File: src/rtl/sram_march_bist.sv
// March C- self-test engine driving a synchronous single-port SRAM at pin level.
// Define SRAM_MARCH_BIST_STOP_ON_FAIL_EN to end the test at the first mismatch.
module sram_march_bist #(
   parameter int ADDR_W   = 5,
   parameter int DATA_W   = 8,
   parameter int HALF_CYC = 2
) (
   input  logic              clk,
   input  logic              reset_n,
   input  logic              start,
   input  logic [DATA_W-1:0] pattern,
   output logic              busy,
   output logic              done,
   output logic              pass,
   output logic [7:0]        err_cnt,
   output logic [ADDR_W-1:0] fail_addr,
   output logic [DATA_W-1:0] fail_exp,
   output logic [DATA_W-1:0] fail_got,
   output logic              s_clk,
   output logic              s_cen,
   output logic              s_wen,
   output logic              s_oen,
   output logic [ADDR_W-1:0] s_addr,
   output logic [DATA_W-1:0] s_ddata,
   input  logic [DATA_W-1:0] s_qdata
);

   localparam int PH_W = (HALF_CYC > 1) ? $clog2(HALF_CYC) : 1;
   localparam logic [PH_W-1:0]   PH_LAST  = PH_W'(HALF_CYC - 1);
   localparam logic [ADDR_W-1:0] ADDR_MAX = '1;

`ifdef SRAM_MARCH_BIST_STOP_ON_FAIL_EN
   localparam bit STOP_ON_FAIL = 1'b1;
`else
   localparam bit STOP_ON_FAIL = 1'b0;
`endif

   typedef enum logic [1:0] {IDLE, LO, HI, FIN} state_t;

   state_t            state_q, state_d;
   logic [PH_W-1:0]   phase_q, phase_d;
   logic [2:0]        elem_q, elem_d;
   logic              op_q, op_d;
   logic [ADDR_W-1:0] addr_q, addr_d;
   logic [DATA_W-1:0] pat_q, pat_d;
   logic [DATA_W-1:0] ddata_q, ddata_d;
   logic              done_q, done_d;
   logic              pass_q, pass_d;
   logic [7:0]        err_q, err_d;
   logic [ADDR_W-1:0] fail_addr_q, fail_addr_d;
   logic [DATA_W-1:0] fail_exp_q, fail_exp_d;
   logic [DATA_W-1:0] fail_got_q, fail_got_d;

   logic              in_acc;
   logic              is_wr;
   logic              last_op;
   logic              down;
   logic              last_addr;
   logic [DATA_W-1:0] op_val;
   logic              phase_last;
   logic              mismatch;

   always_ff @(posedge clk) begin
      if (!reset_n) begin
         state_q     <= IDLE;
         phase_q     <= '0;
         elem_q      <= '0;
         op_q        <= 1'b0;
         addr_q      <= '0;
         pat_q       <= '0;
         ddata_q     <= '0;
         done_q      <= 1'b0;
         pass_q      <= 1'b0;
         err_q       <= '0;
         fail_addr_q <= '0;
         fail_exp_q  <= '0;
         fail_got_q  <= '0;
      end else begin
         state_q     <= state_d;
         phase_q     <= phase_d;
         elem_q      <= elem_d;
         op_q        <= op_d;
         addr_q      <= addr_d;
         pat_q       <= pat_d;
         ddata_q     <= ddata_d;
         done_q      <= done_d;
         pass_q      <= pass_d;
         err_q       <= err_d;
         fail_addr_q <= fail_addr_d;
         fail_exp_q  <= fail_exp_d;
         fail_got_q  <= fail_got_d;
      end
   end

   // Advance order inside an access: op within element, then address, then element.
   always_comb begin
      state_d     = state_q;
      phase_d     = phase_q;
      elem_d      = elem_q;
      op_d        = op_q;
      addr_d      = addr_q;
      pat_d       = pat_q;
      ddata_d     = ddata_q;
      done_d      = done_q;
      pass_d      = pass_q;
      err_d       = err_q;
      fail_addr_d = fail_addr_q;
      fail_exp_d  = fail_exp_q;
      fail_got_d  = fail_got_q;
      phase_last  = (phase_q == PH_LAST);
      mismatch    = (state_q == HI) && phase_last && !is_wr && (s_qdata != op_val);

      case (state_q)
         IDLE: begin
            if (start) begin
               state_d     = LO;
               phase_d     = '0;
               elem_d      = '0;
               op_d        = 1'b0;
               addr_d      = '0;
               pat_d       = pattern;
               done_d      = 1'b0;
               pass_d      = 1'b0;
               err_d       = '0;
               fail_addr_d = '0;
               fail_exp_d  = '0;
               fail_got_d  = '0;
            end
         end
         LO: begin
            if (phase_last) begin
               phase_d = '0;
               state_d = HI;
            end else begin
               phase_d = phase_q + 1'b1;
            end
         end
         HI: begin
            if (!phase_last) begin
               phase_d = phase_q + 1'b1;
            end else begin
               phase_d = '0;
               state_d = LO;
               if (is_wr)
                  ddata_d = op_val;
               if (mismatch) begin
                  if (err_q != 8'd255)
                     err_d = err_q + 8'd1;
                  if (err_q == 8'd0) begin
                     fail_addr_d = addr_q;
                     fail_exp_d  = op_val;
                     fail_got_d  = s_qdata;
                  end
               end
               if (!last_op) begin
                  op_d = 1'b1;
               end else begin
                  op_d = 1'b0;
                  if (!last_addr)
                     addr_d = down ? addr_q - 1'b1 : addr_q + 1'b1;
                  else if (elem_q == 3'd5)
                     state_d = FIN;
                  else begin
                     elem_d = elem_q + 3'd1;
                     addr_d = ((elem_q == 3'd2) || (elem_q == 3'd3)) ? ADDR_MAX : '0;
                  end
               end
               if (STOP_ON_FAIL && mismatch)
                  state_d = FIN;
               if (state_d == FIN) begin
                  done_d = 1'b1;
                  pass_d = (err_d == 8'd0);
               end
            end
         end
         FIN: begin
            state_d = IDLE;
         end
         default: begin
            state_d = IDLE;
         end
      endcase
   end

   // Elements 1/3 read P then write Q, elements 2/4 read Q then write P.
   always_comb begin
      is_wr   = 1'b0;
      op_val  = pat_q;
      last_op = 1'b1;
      down    = (elem_q == 3'd3) || (elem_q == 3'd4);
      case (elem_q)
         3'd0: begin
            is_wr = 1'b1;
         end
         3'd1, 3'd3: begin
            is_wr   = op_q;
            op_val  = op_q ? ~pat_q : pat_q;
            last_op = op_q;
         end
         3'd2, 3'd4: begin
            is_wr   = op_q;
            op_val  = op_q ? pat_q : ~pat_q;
            last_op = op_q;
         end
         default: begin
            is_wr = 1'b0;
         end
      endcase
      last_addr = down ? (addr_q == '0) : (addr_q == ADDR_MAX);

      in_acc    = (state_q == LO) || (state_q == HI);
      busy      = in_acc;
      done      = done_q;
      pass      = pass_q;
      err_cnt   = err_q;
      fail_addr = fail_addr_q;
      fail_exp  = fail_exp_q;
      fail_got  = fail_got_q;
      s_clk     = (state_q == HI);
      s_cen     = !in_acc;
      s_wen     = !(in_acc && is_wr);
      s_oen     = !(in_acc && !is_wr);
      s_addr    = addr_q;
      s_ddata   = (in_acc && is_wr) ? op_val : ddata_q;
   end

endmodule

File: config.mk
export PLATFORM = sky130hd
export DESIGN_NAME = sram_march_bist
export DESIGN_NICKNAME = d
export VERILOG_FILES = /design/src/rtl/sram_march_bist.sv
export SDC_FILE = /design/constraint.sdc
export NUM_CORES = 1
export LEC_CHECK = 0
export ABC_CLOCK_PERIOD_IN_PS = 3500
export BUFFER_PORTS_ARGS = -buffer_cell sky130_fd_sc_hd__buf_2
export CORE_ASPECT_RATIO = 0.5
export CORE_MARGIN = 2
export CORE_UTILIZATION = 45
export CTS_CLUSTER_SIZE = 12
export DETAILED_ROUTE_END_ITERATION = 10
export PLACE_DENSITY = 0.73
export SYNTH_ARGS = -nofsm -noshare
export SYNTH_HDL_FRONTEND = slang
export SYNTH_SLANG_ARGS = --single-unit
File: constraint.sdc
create_clock -name clk -period 3.5 [get_ports clk]
set_input_delay 0.35 -clock clk [delete_from_list [all_inputs] [get_ports clk]]
set_output_delay 0.35 -clock clk [all_outputs]
set_load 0.03 [all_outputs]
==> results of run 1 <==
cell usage after synthesis, types with 2 or more instances:
cell | instances | area, um^2
o21ai_1 | 5 | 25.0
xor2_1 | 2 | 17.5
nor2b_1 | 13 | 81.3
nand2b_1 | 6 | 37.5
nor3_1 | 14 | 70.1
mux2i_1 | 10 | 100
nor3b_1 | 4 | 30.0
o21a_1 | 2 | 15.0
o2111ai_1 | 7 | 61.3
nand3_1 | 18 | 90.1
xnor2_1 | 3 | 26.3
nand2_1 | 42 | 158
o21ai_0 | 16 | 80.1
dfxtp_1 | 59 | 1180
nand4_1 | 15 | 93.8
or3_1 | 12 | 75.1
or4_1 | 2 | 15.0
ha_1 | 13 | 163
a22oi_1 | 16 | 120
and3_1 | 7 | 43.8
buf_6 | 2 | 22.5
a211oi_1 | 16 | 120
inv_1 | 30 | 113
nor2_1 | 66 | 248
a32oi_1 | 8 | 70.1
o32a_1 | 2 | 20.0
a21o_1 | 5 | 37.5
or2_2 | 3 | 18.8
a211o_1 | 2 | 17.5
o211ai_1 | 2 | 15.0
buf_1 | 3 | 11.3
buf_2 | 8 | 40.0
a21oi_1 | 55 | 275
o311a_1 | 2 | 20.0
clkbuf_1 | 25 | 93.8
a31oi_1 | 13 | 81.3
buf_4 | 3 | 22.5
stage by stage:
stage	util [%]	setup TNS (ns)	total power, mW	instance area, um^2	setup slack, ns
floorplan	-	0	1.56	4000	0.596
global placement	51.0	0	1.82	4420	0.164
detailed placement	51.0	0	1.83	4420	0.0354
CTS	54.9	0	2.86	4770	0.0128
global route	55.3	-0.0475	3.07	4800	-0.0356
finish	55.3	0	2.91	4800	0.137
registers in the layout, indices dropped and copies added, names as in the netlist, 2 cells and up:
register and flops:
ddata_q 8, fail_addr 5, elem_q 3, fail_got 8, s_addr 5, err_cnt 8, state_q 2, fail_exp 8
pat_q 8
tightest hold or removal path, cell delays in order:
cell     delay (ns)
buf_2          0.10
nand3_1        0.06
a21oi_1        0.05
cell usage in the layout, fill, tap and decap left out, types with 18 or more instances in the layout:
master	count
a21oi_1	55
buf_4	18
dfxtp_1	59
nand3_1	18
nor2_1	65
buf_2	67
inv_1	30
nand2_1	42
cell type report:
class,count,area (um^2),area share (%)
inverters,30,113,2.35
multi-input cells,404,2520,52.6
flip-flops and latches,59,1180,24.6
well taps,117,146,3.05
clock buffers,12,246,5.14
repair buffers,86,490,10.2
clock inverters,4,97.6,2.03
metal layers:
metal,vias up,wire [um]
li1,2065,-
met1,1972,5220
met2,173,4790
met3,20,777
met4,0,192
met5,-,0
what timing repair did:
action / 4_1_cts / 5_1_grt
gates resized for setup: 0 / 3
endpoints found under the setup margin: 0 / 35
endpoints found under the hold margin: 0 / 0
hold buffers: 0 / 0
setup buffers: 0 / 1
power groups by stage:
stage	sequential, mW	combinational, mW	clock (mW)
detailed placement	0.774	1.05	0
finish	0.763	1.12	1.03
global route	0.769	1.23	1.07
CTS	0.761	1.06	1.04
global placement	0.774	1.05	0
floorplan	0.748	0.808	0
logic make-up (layout without fill, tap and decap cells):
kind of cell,after synthesis,count (layout),share of synthesized area [%]
and+or+nand+nor,207,207,25.4
AOI/OAI and AO/OA,167,167,28.9
buffers and inverters,72,132,7.69
DFF,59,59,29.5
adders and majority gates,14,14,4.57
muxes,11,11,2.88
xor gates and xnor gates,5,5,1.09
final timing paths:
path / slack, ns / cells past startpoint / end
max reg2reg: 0.14 / 12 / pass$_SDFFE_PN0P_
min: 0.28 / 3 / pat_q[0]$_SDFFE_PN0P_
min reg2reg: 0.45 / 2 / fail_exp[6]$_SDFFE_PN0P_
max: 0.14 / 12 / pass$_SDFFE_PN0P_
==> impl_metrics.py, run 1 <==
metrics = {
    "routing": {
        "drt.antenna.violating_nets": 0,
        "num_vias": 4230,
        "drt-initial-drc-count": 424,
        "finalWirelength_um": 11000,
        "firstDrtPassIters": 5,
        "wl_per_cell_um": 15.4,
        "drt_drc_violations_left": 0,
        "viasPerCell": 5.94,
    },
    "cts": {
        "cts.clk_slew.worst_paths_ns": 0.05,
        "cts.sinks": 59,
        "htreeDepth": 3,
        "cts_buffer_depth": 2,
        "cts_buffers": 9,
        "clkLatencyLatePin_ns": 0.33,
        "ctsRootBufferMaster": "clkbuf_16",
        "cts_tree": "built",
    },
    "floorplan": {
        "start_util_pct": 46.1,
        "row_count": 24,
        "core_um2": 8680,
        "dieArea_um2": 9710,
        "dieWidth_um": 137,
        "die_height_um": 70.7,
        "io_pins": 68,
    },
    "synthesis": {
        "syn_area_um2": 4000,
        "synthFlopType": "dfxtp_1",
        "yosysUniqueCellTypes": 61,
        "ys_seq_area_share_pct": 29.5,
        "syn_inst": 535,
        "ys_seq_elements": 59,
        "synth_edf_count": 0,
        "synth_fp_nets": 568,
        "async_reset_ff_share_pct": 0,
        "syn_area_per_cell_um2": 7.48,
        "synth_warnings": 0,
    },
    "placed_design": {
        "dp_hpwl_um": 7520,
        "dpl.cell_count": 695,
        "portBuffers": 67,
        "gp_congestion": 0.837,
    },
    "timing": {
        "worst_slew_pin_slew_ns": 0.806,
        "finalClockSkew_ns": 0.00818,
        "rsz0062_at_grt": "yes",
        "slew_headroom_pct": 46.2,
        "fin_crit_ns": 3.36,
        "final_hold_viol_count": 0,
        "setup-violations-final": 0,
        "fmax_mhz": 297,
        "hold_slack_ns": 0.276,
        "maxSlewViolCount": 0,
        "post-route-period-util_pct": 96.1,
    },
    "grt": {
        "antenna_found_initial": 0,
        "grt_pass1_wl_um": 18000,
        "grtUsageMet3_pct": 5.30,
        "grt_max_degree": 50,
        "busiest_layer": "met2",
        "grtUsageTotal_pct": 23.2,
        "met1_usage_pct": 32.5,
        "grt_overflow": 0,
        "grtUsageMet2_pct": 35.5,
        "grt_pass1_vias": 3648,
    },
    "layout": {
        "n_antenna_cell": 0,
        "fill_cells": 788,
        "nets": 623,
        "syn2layout_area_growth_pct": 19.9,
        "drive_gt1_share_pct": 19.8,
        "layout.cells.non_filler": 712,
    },
    "power": {
        "combPwrFrac_pct": 38.5,
        "ir_drop_mv": 0.302,
        "power_frac_seq_pct": 26.2,
        "internal-power_mw": 1.76,
        "power_density_nw_per_um2": 607,
        "swShare_pct": 39.5,
        "p_leak_nw": 1.90,
        "p_sw_mw": 1.15,
        "clkPwrFrac_pct": 35.2,
    },
    "worst_setup_path": {
        "crit_required_ns": 3.75,
        "cp.arrival_ns": 3.61,
        "slowest_stage": "a21oi_2",
        "cp_cell_sequence": "ha_1 > ha_1 > buf_4 > inv_1 > a2111oi_0 > a31oi_1 > a32oi_1 > o2111a_1 > a21oi_2 > o2111ai_1 > a221o_1 > o31ai_2",
        "critPathLaunch": "elem_q[1]$_SDFFE_PN0P_",
        "path_class": "flip-flop to flip-flop",
        "start_kind": "flip-flop",
        "max_stage_delay_ns": 0.46,
        "critPathMaxFanout": 16,
        "regToRegStartpoint": "elem_q[1]$_SDFFE_PN0P_",
        "crit_family": "compound AO/OA/AOI/OAI gates",
        "cpMostUsedCell": "ha_1",
        "end_kind": "flip-flop",
        "critPathBufInv": 2,
    },
    "job": {
        "drv_cap": 0,
    },
    "status": {
        "status": "complete, no violations",
    },
    "worst_hold_path": {
        "hold_start": "pattern[0]",
        "hold_class": "input port to flip-flop",
    },
}
(Power assumes the default switching activity.)
==> run 2: changes to the inputs <==
Settings changed: BUFFER_PORTS_ARGS -buffer_cell sky130_fd_sc_hd__buf_2 to unset, CAP_MARGIN set to 30, DONT_BUFFER_PORTS set to 1, PLACE_DENSITY 0.73 to 0.67.
==> impl_metrics.py, run 2 (same netlist as run 1, synthesis figures left out) <==
metrics = {
    "cts": {
        "ctsRootBufferMaster": "clkbuf_16",
        "cts.clk_slew.worst_paths_ns": 0.05,
        "cts.sinks": 59,
        "htreeDepth": 3,
        "cts_buffer_depth": 2,
        "clkLatencyLatePin_ns": 0.34,
        "cts_tree": "built",
        "cts_buffers": 9,
    },
    "worst_setup_path": {
        "end_kind": "flip-flop",
        "crit_family": "compound AO/OA/AOI/OAI gates",
        "critPathBufInv": 3,
        "cp.arrival_ns": 3.45,
        "cp_cell_sequence": "ha_1 > ha_2 > clkinvlp_4 > buf_4 > a2111oi_4 > a31oi_1 > a32oi_1 > o2111a_2 > a211oi_2 > o21ai_4 > buf_4 > nand2_1 > a21oi_1",
        "slowest_stage": "dfxtp_1",
        "max_stage_delay_ns": 0.44,
        "crit_required_ns": 3.73,
        "cpMostUsedCell": "buf_4",
        "path_class": "flip-flop to flip-flop",
        "start_kind": "flip-flop",
        "critPathMaxFanout": 18,
    },
    "layout": {
        "mostFrequentLayoutCell": "nor2_1",
        "seqCellArea_um2": 1180,
        "n_antenna_cell": 0,
        "final_cell_mix": "65 x nor2_1, 59 x dfxtp_1, 55 x a21oi_1, 42 x nand2_1, 29 x buf_4",
        "fill_cells": 836,
        "syn2layout_area_growth_pct": 12.6,
        "drive_gt1_share_pct": 11.7,
        "nets": 566,
        "multi_input_area_um2": 2540,
        "post-route-cell-area_um2": 4510,
    },
    "grt": {
        "grtUsageTotal_pct": 23.3,
        "grt_pass1_vias": 3604,
        "grt_overflow": 0,
        "grt_max_degree": 31,
        "antenna_found_initial": 0,
        "grt_pass1_wl_um": 17900,
    },
    "routing": {
        "drt_drc_violations_left": 0,
        "viasPerCell": 6.02,
        "drt-initial-drc-count": 322,
        "firstDrtPassIters": 4,
        "finalWirelength_um": 10900,
        "drt.antenna.violating_nets": 0,
        "wl_per_cell_um": 16.6,
        "num_vias": 3935,
    },
    "power": {
        "power_frac_seq_pct": 27.2,
        "power_density_nw_per_um2": 622,
        "combPwrFrac_pct": 39.5,
        "p_leak_nw": 1.60,
        "clkPwrFrac_pct": 33.4,
        "internal-power_mw": 1.67,
        "p_sw_mw": 1.14,
        "ir_drop_mv": 0.307,
        "swShare_pct": 40.5,
    },
    "placed_design": {
        "portBuffers": 0,
        "pre_cts_slack_ns": 0.226,
        "dp_hpwl_um": 7630,
        "gp_congestion": 0.867,
        "place_area_um2": 4150,
    },
    "timing": {
        "setup-violations-final": 0,
        "slew_headroom_pct": 43.6,
        "fmax_mhz": 311,
        "rsz0062_at_grt": "no",
        "final_hold_viol_count": 0,
        "fin_crit_ns": 3.22,
        "finalClockSkew_ns": 0.00731,
        "setup_tns_ns": 0,
        "maxSlewViolCount": 0,
        "post-route-period-util_pct": 92.0,
        "worst_slack_ns": 0.280,
        "hold_slack_ns": 0.129,
        "worst_slew_pin_slew_ns": 0.840,
    },
    "floorplan": {
        "core_um2": 8680,
        "row_count": 24,
        "dieArea_um2": 9710,
        "io_pins": 68,
        "die_height_um": 70.7,
        "dieWidth_um": 137,
        "start_util_pct": 46.1,
    },
    "job": {
        "drv_cap": 0,
    },
    "worst_hold_path": {
        "hold_class": "input port to flip-flop",
    },
    "status": {
        "status": "complete, no violations",
    },
}
run 2: worst paths after layout:
path,start,to,slack [ns],cells after the start
max,elem_q[1]$_SDFFE_PN0P_,fail_exp[7]$_SDFFE_PN0P_,0.28,13
min,reset_n,err_cnt[1]$_SDFFE_PN0P_,0.13,1
max reg2reg,elem_q[1]$_SDFFE_PN0P_,fail_exp[7]$_SDFFE_PN0P_,0.28,13
min reg2reg,pat_q[0]$_SDFFE_PN0P_,pat_q[0]$_SDFFE_PN0P_,0.49,2
run 2: timing repair:
action / 4_1_cts / 5_1_grt
hold endpoints to repair: 0 / 0
gates resized for setup: 0 / 7
hold buffers: 0 / 0
setup endpoints to repair: 0 / 9
setup buffers: 0 / 3
run 2: power by group through the flow:
stage / clock network, mW / logic [mW] / registers [mW]
after floorplan: 0 / 0.808 / 0.748
after global placement: 0 / 1.08 / 0.773
after detailed placement: 0 / 1.09 / 0.774
after CTS: 0.951 / 1.10 / 0.761
after global routing: 0.979 / 1.21 / 0.768
final: 0.935 / 1.11 / 0.761
run 2: metrics by stage:
stage	util, %	total power, mW	cells
after floorplan	-	1.56	535
after global placement	47.8	1.86	636
after detailed placement	47.8	1.86	636
after CTS	51.3	2.81	651
after global routing	51.9	2.96	654
final	51.9	2.80	654
run 2: cell type report:
| class | count | area share (%) |
|---|---|---|
| repair buffers | 29 | 4.83 |
| multi-input cells | 404 | 56.3 |
| flip-flops and latches | 59 | 26.2 |
| clock buffers | 10 | 5.08 |
| well taps | 117 | 3.25 |
| inverters | 30 | 2.58 |
| clock inverters | 5 | 1.75 |
run 2: layer usage:
metal / up-vias / GRT usage (%) / routed length (um)
met3: 13 / 7.67 / 815
met4: 0 / 7.10 / 122
met1: 1844 / 31.5 / 5100
met2: 133 / 35.2 / 4850
met5: - / 0 / 0
li1: 1945 / - / -
==> run 3: changes to the inputs <==
Settings changed: ABC_CLOCK_PERIOD_IN_PS 3500 to 3650, CAP_MARGIN 30 to unset.
Clock period 3.5 ns to 3.65 ns, I/O delays scaled along.
==> impl_metrics.py, run 3 (same netlist as run 1, synthesis figures left out) <==
metrics = {
    "status": {
        "status": "complete, no violations",
    },
    "layout": {
        "fill_cells": 829,
        "n_antenna_cell": 0,
        "post-route-util_pct": 50.9,
        "final_cell_mix": "66 x nor2_1, 59 x dfxtp_1, 55 x a21oi_1, 42 x nand2_1, 29 x inv_1",
        "mostFrequentLayoutCell": "nor2_1",
        "nets": 561,
        "post-route-cell-area_um2": 4420,
        "syn2layout_area_growth_pct": 10.4,
        "drive_gt1_share_pct": 9.96,
    },
    "routing": {
        "num_vias": 3887,
        "wl_per_cell_um": 16.2,
        "viasPerCell": 5.99,
        "drt_drc_violations_left": 0,
        "finalWirelength_um": 10500,
        "drt-initial-drc-count": 375,
        "drt.antenna.violating_nets": 0,
        "firstDrtPassIters": 5,
    },
    "floorplan": {
        "die_height_um": 70.7,
        "dieArea_um2": 9710,
        "core_um2": 8680,
        "io_pins": 68,
        "row_count": 24,
        "dieWidth_um": 137,
        "start_util_pct": 46.1,
    },
    "worst_setup_path": {
        "reg2reg_slack_ns": 0.34,
        "end_kind": "flip-flop",
        "cp_cell_sequence": "ha_1 > ha_1 > inv_1 > a32oi_1 > o311a_1 > a32oi_1 > o2111a_2 > a21oi_2 > nand2_1 > or4_1 > a31oi_1",
        "start_kind": "flip-flop",
        "crit_family": "compound AO/OA/AOI/OAI gates",
        "slowest_stage": "or4_1",
        "rr_endpoint": "err_cnt[4]$_SDFFE_PN0P_",
        "regToRegStartpoint": "elem_q[1]$_SDFFE_PN0P_",
        "critPathMaxFanout": 16,
        "max_stage_delay_ns": 0.44,
        "cp.arrival_ns": 3.56,
        "crit_required_ns": 3.91,
        "critPathBufInv": 1,
        "ff2ff_path_depth": 11,
        "path_class": "flip-flop to flip-flop",
    },
    "timing": {
        "setup-violations-final": 0,
        "maxSlewViolCount": 0,
        "rsz0062_at_grt": "no",
        "fmax_mhz": 302,
        "finalClockSkew_ns": 0.00940,
        "worst_slew_pin_slew_ns": 0.930,
        "post-route-period-util_pct": 90.6,
        "slew_headroom_pct": 37.8,
        "final_hold_viol_count": 0,
        "fin_crit_ns": 3.31,
        "setup_tns_ns": 0,
        "hold_slack_ns": 0.146,
    },
    "job": {
        "drv_cap": 0,
    },
    "grt": {
        "grt_pass1_vias": 3482,
        "grt_pass1_wl_um": 17200,
        "antenna_found_initial": 0,
        "grtUsageTotal_pct": 22.1,
        "grt_overflow": 0,
        "grt_max_degree": 58,
    },
    "worst_hold_path": {
        "hold_class": "input port to flip-flop",
        "holdPathEnd": "err_cnt[1]$_SDFFE_PN0P_",
        "hold_start": "reset_n",
        "holdPathStages": 1,
    },
    "placed_design": {
        "gp_congestion": 0.895,
        "place_area_um2": 4130,
        "portBuffers": 0,
        "dp_hpwl_um": 7390,
    },
    "cts": {
        "cts.clk_slew.worst_paths_ns": 0.05,
        "cts_buffer_depth": 2,
        "ctsRootBufferMaster": "clkbuf_16",
        "post-cts-setup-buffer-count": 0,
        "cts_buffers": 9,
        "cts_hold_buffers": 0,
        "clkLatencyLatePin_ns": 0.33,
        "cts.sinks": 59,
        "ctsResizeCount": 0,
        "cts_tree": "built",
        "htreeDepth": 3,
    },
    "power": {
        "ir_drop_mv": 0.322,
        "p_leak_nw": 1.56,
        "total_power_mw": 2.58,
        "power_density_nw_per_um2": 584,
    },
}
[run 3: cell count changes in the layout (fill, tap and decap cells not counted), sizes merged]
cell      change
clkinvlp      +1
buf           -5
bufinv        -1
inv           +1
clkinv        -1
[run 3: cell type report]
cell class	instances	area (um^2)	area share [%]
Sequential cell	59	1180	26.7
Multi-Input combinational cell	404	2510	56.9
Inverter	30	113	2.55
Tap cell	117	146	3.31
Timing Repair Buffer	24	180	4.08
Clock buffer	10	229	5.18
Clock inverter	5	55.1	1.25
[run 3: power breakdown]
group | switching (mW) | total, mW | internal, mW
Sequential | 0.0537 | 0.735 | 0.681
Combinational | 0.718 | 1.02 | 0.303
Clock | 0.300 | 0.821 | 0.521
Total | 1.07 | 2.58 | 1.51
[run 3: worst max path at each step]
stage	to	startpoint	slack, ns	cells after the start
after floorplan	fail_addr[4]$_SDFFE_PN0P_	elem_q[1]$_SDFFE_PN0P_	0.75	14
final	err_cnt[4]$_SDFFE_PN0P_	elem_q[1]$_SDFFE_PN0P_	0.34	11
after global placement	pass$_SDFFE_PN0P_	elem_q[1]$_SDFFE_PN0P_	0.42	11
after global routing	fail_exp[7]$_SDFFE_PN0P_	elem_q[1]$_SDFFE_PN0P_	0.01	11
after detailed placement	pass$_SDFFE_PN0P_	elem_q[1]$_SDFFE_PN0P_	0.39	11
after CTS	pass$_SDFFE_PN0P_	elem_q[1]$_SDFFE_PN0P_	0.39	11
[run 3: per-layer routing]
| layer | vias to the layer above | GRT usage, % | share of wire, % |
|---|---|---|---|
| li1 | 1922 | - | - |
| met1 | 1827 | 30.3 | 48 |
| met2 | 128 | 34.2 | 44 |
| met3 | 10 | 6.24 | 7.6 |
| met4 | 0 | 5.84 | 0.91 |
| met5 | - | 0 | 0 |
[run 3: worst register-to-register path, delay by kind of cell, from the launching register on]
family	cells	cell delay, ns
buf+inv	1	0.33
compound gates	6	1.28
flops	1	0.43
simple gates	2	0.66
fa+ha+maj	2	0.54
[run 3: metrics by stage]
stage,std cells,setup slack (ns)
final,649,0.343
after global routing,649,0.0135
after CTS,649,0.390
after detailed placement,634,0.392
after global placement,634,0.416
after floorplan,535,0.746
